## config.mk

```make
export PLATFORM = sky130hd
export DESIGN_NAME = pk_host_bridge
export DESIGN_NICKNAME = d
export VERILOG_FILES = /design/src/rtl/pk_pkg.sv /design/src/rtl/pk_resp_serializer.sv /design/src/rtl/pk_host_bridge.sv
export SDC_FILE = /design/constraint.sdc
export NUM_CORES = 1
export LEC_CHECK = 0
export ABC_AREA = 0
export BUFFER_PORTS_ARGS = -buffer_cell sky130_fd_sc_hd__buf_2
export CORE_ASPECT_RATIO = 1.75
export CORE_MARGIN = 2
export CORE_UTILIZATION = 40
export DETAILED_ROUTE_END_ITERATION = 8
export GPL_TIMING_DRIVEN = 0
export PLACE_DENSITY = 0.63
export SETUP_SLACK_MARGIN = 0.05
export SYNTH_ARGS = -nofsm -noshare
export SYNTH_HDL_FRONTEND = slang
export SYNTH_HIERARCHICAL = 1
export SYNTH_SLANG_ARGS = --single-unit
```

## constraint.sdc

```tcl
create_clock -name clk -period 14.4 [get_ports clk]
set_clock_uncertainty 0.15 [all_clocks]
set_input_delay 0 -clock clk [delete_from_list [all_inputs] [get_ports clk]]
set_output_delay 0 -clock clk [all_outputs]
set_load 0.05 [all_outputs]
```

## src/rtl/pk_pkg.sv

```systemverilog
// pk_pkg: shared opcodes, response codes, bridge states and block type
package pk_pkg;
   localparam logic [7:0] OP_STORE    = 8'h01;
   localparam logic [7:0] OP_FETCH    = 8'h02;
   localparam logic [7:0] ACK         = 8'hA5;
   localparam logic [7:0] ERR_OPCODE  = 8'hEE;
   localparam logic [7:0] ERR_TIMEOUT = 8'hEF;
   typedef enum logic [2:0] {IDLE, LOAD, START, FINISH, RESP} state_t;
   typedef logic [127:0] block_t;
endpackage

```

## src/rtl/pk_resp_serializer.sv

```systemverilog
// pk_resp_serializer: emits a 16-byte block or a single byte, MSB first, under valid/ready
module pk_resp_serializer
   import pk_pkg::*;
(
   input  logic       clk,
   input  logic       rst,
   input  logic       load_word,
   input  logic       load_byte,
   input  block_t     word,
   input  logic [7:0] code,
   output logic       out_valid,
   input  logic       out_ready,
   output logic [7:0] out_data,
   output logic       last
);
   block_t sr;
   logic [3:0] left;
   assign out_data = sr[127:120];
   assign last = left == 4'd0;
   // shift register advancing one byte per accepted output byte
   always_ff @(posedge clk or posedge rst)
      if (rst) begin
         sr <= '0;
         left <= '0;
         out_valid <= 1'b0;
      end else if (load_word) begin
         sr <= word;
         left <= 4'd15;
         out_valid <= 1'b1;
      end else if (load_byte) begin
         sr <= {code, 120'd0};
         left <= '0;
         out_valid <= 1'b1;
      end else if (out_valid && out_ready) begin
         sr <= {sr[119:0], 8'd0};
         left <= left - 4'd1;
         out_valid <= left != 4'd0;
      end
endmodule

```

## src/rtl/pk_host_bridge.sv

```systemverilog
// pk_host_bridge: framed STORE/FETCH byte front-end driving the password-keeper core
module pk_host_bridge
   import pk_pkg::*;
#(
   parameter int TIMEOUT_CYCLES = 4096
) (
   input  logic         clk,
   input  logic         rst,
   input  logic         in_valid,
   output logic         in_ready,
   input  logic [7:0]   in_data,
   output logic         out_valid,
   input  logic         out_ready,
   output logic [7:0]   out_data,
   output logic         busy,
   output logic         go,
   output logic [127:0] account,
   output logic [127:0] master_key,
   output logic [127:0] password,
   input  logic         done,
   input  logic [127:0] password_enc
);
   state_t state, nxt;
   logic live, store, done_q, accept, expired, ld_word, ld_byte, ser_last;
   logic [5:0] cnt;
   logic [31:0] tmr;
   logic [7:0] code;
   assign in_ready = live && (state == IDLE || state == LOAD);
   assign accept = in_valid && in_ready;
   assign busy = state != IDLE;
   assign go = state == START || state == FINISH;
   assign expired = go && tmr == 32'(TIMEOUT_CYCLES - 1);
   // next state and serializer load requests
   always_comb begin
      nxt = state;
      ld_word = 1'b0;
      ld_byte = 1'b0;
      code = ACK;
      case (state)
         IDLE:
            if (accept) begin
               if (in_data == OP_STORE || in_data == OP_FETCH) nxt = LOAD;
               else begin
                  nxt = RESP;
                  ld_byte = 1'b1;
                  code = ERR_OPCODE;
               end
            end
         LOAD: if (accept && cnt == (store ? 6'd47 : 6'd31)) nxt = START;
         START, FINISH:
            if (expired) begin
               nxt = RESP;
               ld_byte = 1'b1;
               code = ERR_TIMEOUT;
            end else if (state == START && done) nxt = FINISH;
            else if (state == FINISH && done_q && !done) begin
               nxt = RESP;
               ld_word = !store;
               ld_byte = store;
            end
         RESP: if (out_valid && out_ready && ser_last) nxt = IDLE;
         default: nxt = IDLE;
      endcase
   end
   // state register; live holds in_ready low until the first edge after reset
   always_ff @(posedge clk or posedge rst)
      if (rst) begin
         state <= IDLE;
         live <= 1'b0;
      end else begin
         state <= nxt;
         live <= 1'b1;
      end
   // frame assembly, done edge sampling and go timeout counter
   always_ff @(posedge clk or posedge rst)
      if (rst) begin
         cnt <= '0;
         store <= 1'b0;
         done_q <= 1'b0;
         tmr <= '0;
         account <= '0;
         master_key <= '0;
         password <= '0;
      end else begin
         done_q <= done;
         tmr <= go ? tmr + 32'd1 : '0;
         if (state == IDLE && accept) begin
            cnt <= '0;
            store <= in_data == OP_STORE;
         end else if (state == LOAD && accept) begin
            cnt <= cnt + 6'd1;
            if (cnt < 6'd16) account <= {account[119:0], in_data};
            else if (cnt < 6'd32) master_key <= {master_key[119:0], in_data};
            else password <= {password[119:0], in_data};
         end
      end
   pk_resp_serializer ser (
      .clk(clk),
      .rst(rst),
      .load_word(ld_word),
      .load_byte(ld_byte),
      .word(password_enc),
      .code(code),
      .out_valid(out_valid),
      .out_ready(out_ready),
      .out_data(out_data),
      .last(ser_last)
   );
endmodule

```

==> reports/results.ini <==
[hold_path]
holdPathStages = 4
holdCritStartpoint = password_enc[54]
hold_class = input port to register
holdPathEnd = ser/sr[54]

[global_route]
use_met1 = 0.252
use_met3 = 0.0663
grt_max_degree = 139
grt_usage = 0.234
antenna_found_initial = 3
grt_overflow = 0
grtUsageMet2 = 0.421
grt_pass1_wl_um = 110000
top_usage_layer = met2
grt_pass1_vias = 18500

[final_layout]
stdcell_count = 3357
num-fill-cells = 4913
multiInputGateArea_um2 = 8580
final_layout_size_suffix_gt1_frac = 0.422
stdcell_area_um2 = 31000
regArea_um2 = 14000
areaGrowthSynthToFinish_pct = 32.0
final_nets = 2688

[sta]
fin_tns_setup_ns = 0
period_needed_ns = 4.09
finalCritPeriodShare = 0.284
tightest_slew_ns = 0.720
finalHoldViolations = 0
fmax_mhz = 245
slew_headroom = 0.520
rsz0062_at_grt = false
fin_ws_ns = 10.31
drv_slew = 0
setup_viol = 0

[route]
drt-pass1-iter-count = 7
viasPerCell = 5.17
drtIter0Drc = 952
routed-via-count = 17400
routed_wl_um = 71400
wl_per_cell_um = 21.3
ant_nets = 0
remaining_drc_errors = 0

[cts]
numCtsBuffers = 53
clk_latency_ns = 0.60
cts_tree = yes
clockBufferDepth = 3
cts_num_sinks = 561
root_buffer = clkbuf_16
clk_transition_reported_paths_ns = 0.07
cts.repair.resized = 0
htreeDepth = 2

[yosys]
synth_top_area_frac = 0.598
yosys.cell_count.top_type = dfrtp_1
async_flop_share = 1.00
synthCells = 1741
synth_flop_cell = dfrtp_1
synth_common_cells = 561 x dfrtp_1, 247 x mux2_2, 143 x nand2_1
ys_ff_latch = 561
synth_top_area_cell = dfrtp_1
synth_edf_count = 0
syn_avg_cell_area_um2 = 13.5
yosys-top-cells-area = dfrtp_1 60%, mux2_2 12%, mux2_4 7.7%, o21ai_0 2.4%, nand2_1 2.3%
yosys_warnings = 6
yosysUniqueCellTypes = 54
syn_area_um2 = 23500
seq_area_frac_synth = 0.598

[pwr]
ir_drop_mv = 0.161
power_density_nw_per_um2 = 136
leakagePower_nw = 16.4

[critical_path]
critPathMaxFanout = 10
reg2reg_depth = 13
arrival_ns = 4.48
r2r_end = ser/sr[9]
rrSetupSlack_ns = 10.31
required_ns = 14.79
worstSetupStartpoint = tmr[0]
cp-end-kind = register
crit_path_start_kind = register
crit_type = register to register
r2r_start = tmr[0]

[placement]
pre_cts_slack_ns = 10.70
gp_congestion = 0.896
place_hpwl_um = 51800
placed_area_um2 = 27200
port_buffers = 536
dpl.cell_count = 3057

[floorplanning]
start_util = 0.404
row_count = 117
core_area_um2 = 58100
die_h_um = 324
die_area_um2 = 60700
pin_count = 537
die_w_um = 187

[job]
max_cap_violations = 0

[outcome]
outcome = finished, final reports clean

[sequential cells by signal, summed over array words and instances (netlist names)]
register       cells
store              1
ser/out_valid      1
password         128
account          128
cnt                6
master_key       128
ser/left           4
tmr               32
live               1
ser/sr           128
state              3
done_q             1
[repair_timing]
item / CTS / global route
hold endpoints to repair: 462 / 0
hold buffers: 204 / 0
buffers inserted: 0 / 0
[area by class of cell]
cell class	count	area share
Antenna cell	1	0.0000808
Buffer	125	0.0260
Clock buffer	77	0.0487
Clock inverter	18	0.00545
Inverter	14	0.00210
Multi-Input combinational cell	1044	0.277
Sequential cell	561	0.453
Tap cell	773	0.0312
Timing Repair Buffer	744	0.156
[cells in the final DEF, fill, tap and decap left out, types with 23 or more instances in the layout]
master         synthesis  routed
a21oi_1               80      80
a22oi_1               45      45
buf_2                 38     574
buf_4                 28      28
buf_6                 24      24
clkbuf_1              29      44
clkbuf_16              0      53
dfrtp_1              561     561
dlygate4sd3_1          0     204
mux2_1                25      25
mux2_2               247     247
mux2_4               120     120
nand2_1              143     143
nor2_1                26      26
nor3b_1               70      70
o21ai_0              112     112
o21ai_1               23      23
[stage by stage]
| step | power, mW | utilization | hold slack, ns |
|---|---|---|---|
| after floorplan | 2.47 | - | -0.119 |
| after CTS | 4.24 | 0.533 | 0.0264 |
| after detailed placement | 2.77 | 0.469 | -0.0595 |
| after global placement | 2.75 | 0.467 | 0.0121 |
| final | 4.22 | 0.533 | 0.0723 |
| after global routing | 4.41 | 0.533 | 0.0532 |
[worst max-delay path by stage]
stage,to,slack [ns],depth (start not counted)
2_1_floorplan,account[0],2.33,1
3_3_place_gp,password[118],-1.98,2
3_5_place_dp,ser/sr[56],10.70,12
4_1_cts,ser/sr[15],10.44,13
5_1_grt,ser/sr[9],10.12,13
6_report,ser/sr[9],10.31,13
[worst max-delay path: stages, from the launching register on]
cell and delay (ns):
dfrtp_1 0.42, ha_1 0.27, and2_1 0.18, nand4_2 0.14, or3_1 0.14, buf_2 0.17
nand2_1 0.06, nor3_1 0.50, buf_2 0.36, buf_2 0.34, buf_2 0.31, a22oi_1 0.13
o21ai_0 0.24, dlygate4sd3_1 0.61
[power breakdown]
group / internal [mW] / total, mW / switching, mW
registers: 1.73 / 1.86 / 0.123
clock network: 0.764 / 1.38 / 0.618
logic: 0.356 / 0.981 / 0.626
total: 2.85 / 4.22 / 1.37
[cells by family (layout without fill, tap and decap cells)]
kind of cell	Yosys count	count (layout)	synth area share
DFF	561	561	0.598
muxes	401	401	0.211
and+or+nand+nor	326	326	0.0727
AOI/OAI and AO/OA	283	283	0.0693
buffers and inverters	139	978	0.0366
xor gates and xnor gates	25	25	0.00933
adders and majority gates	4	4	0.00213
other	2	6	0.000320
[per-layer routing]
metal,wire (µm),up-vias,share of wire
li1,-,7759,-
met1,25700,8640,0.36
met2,36500,784,0.51
met3,5630,168,0.079
met4,3530,2,0.049
met5,13,-,0.00018
Note: power is estimated with default switching activity, not from simulation.
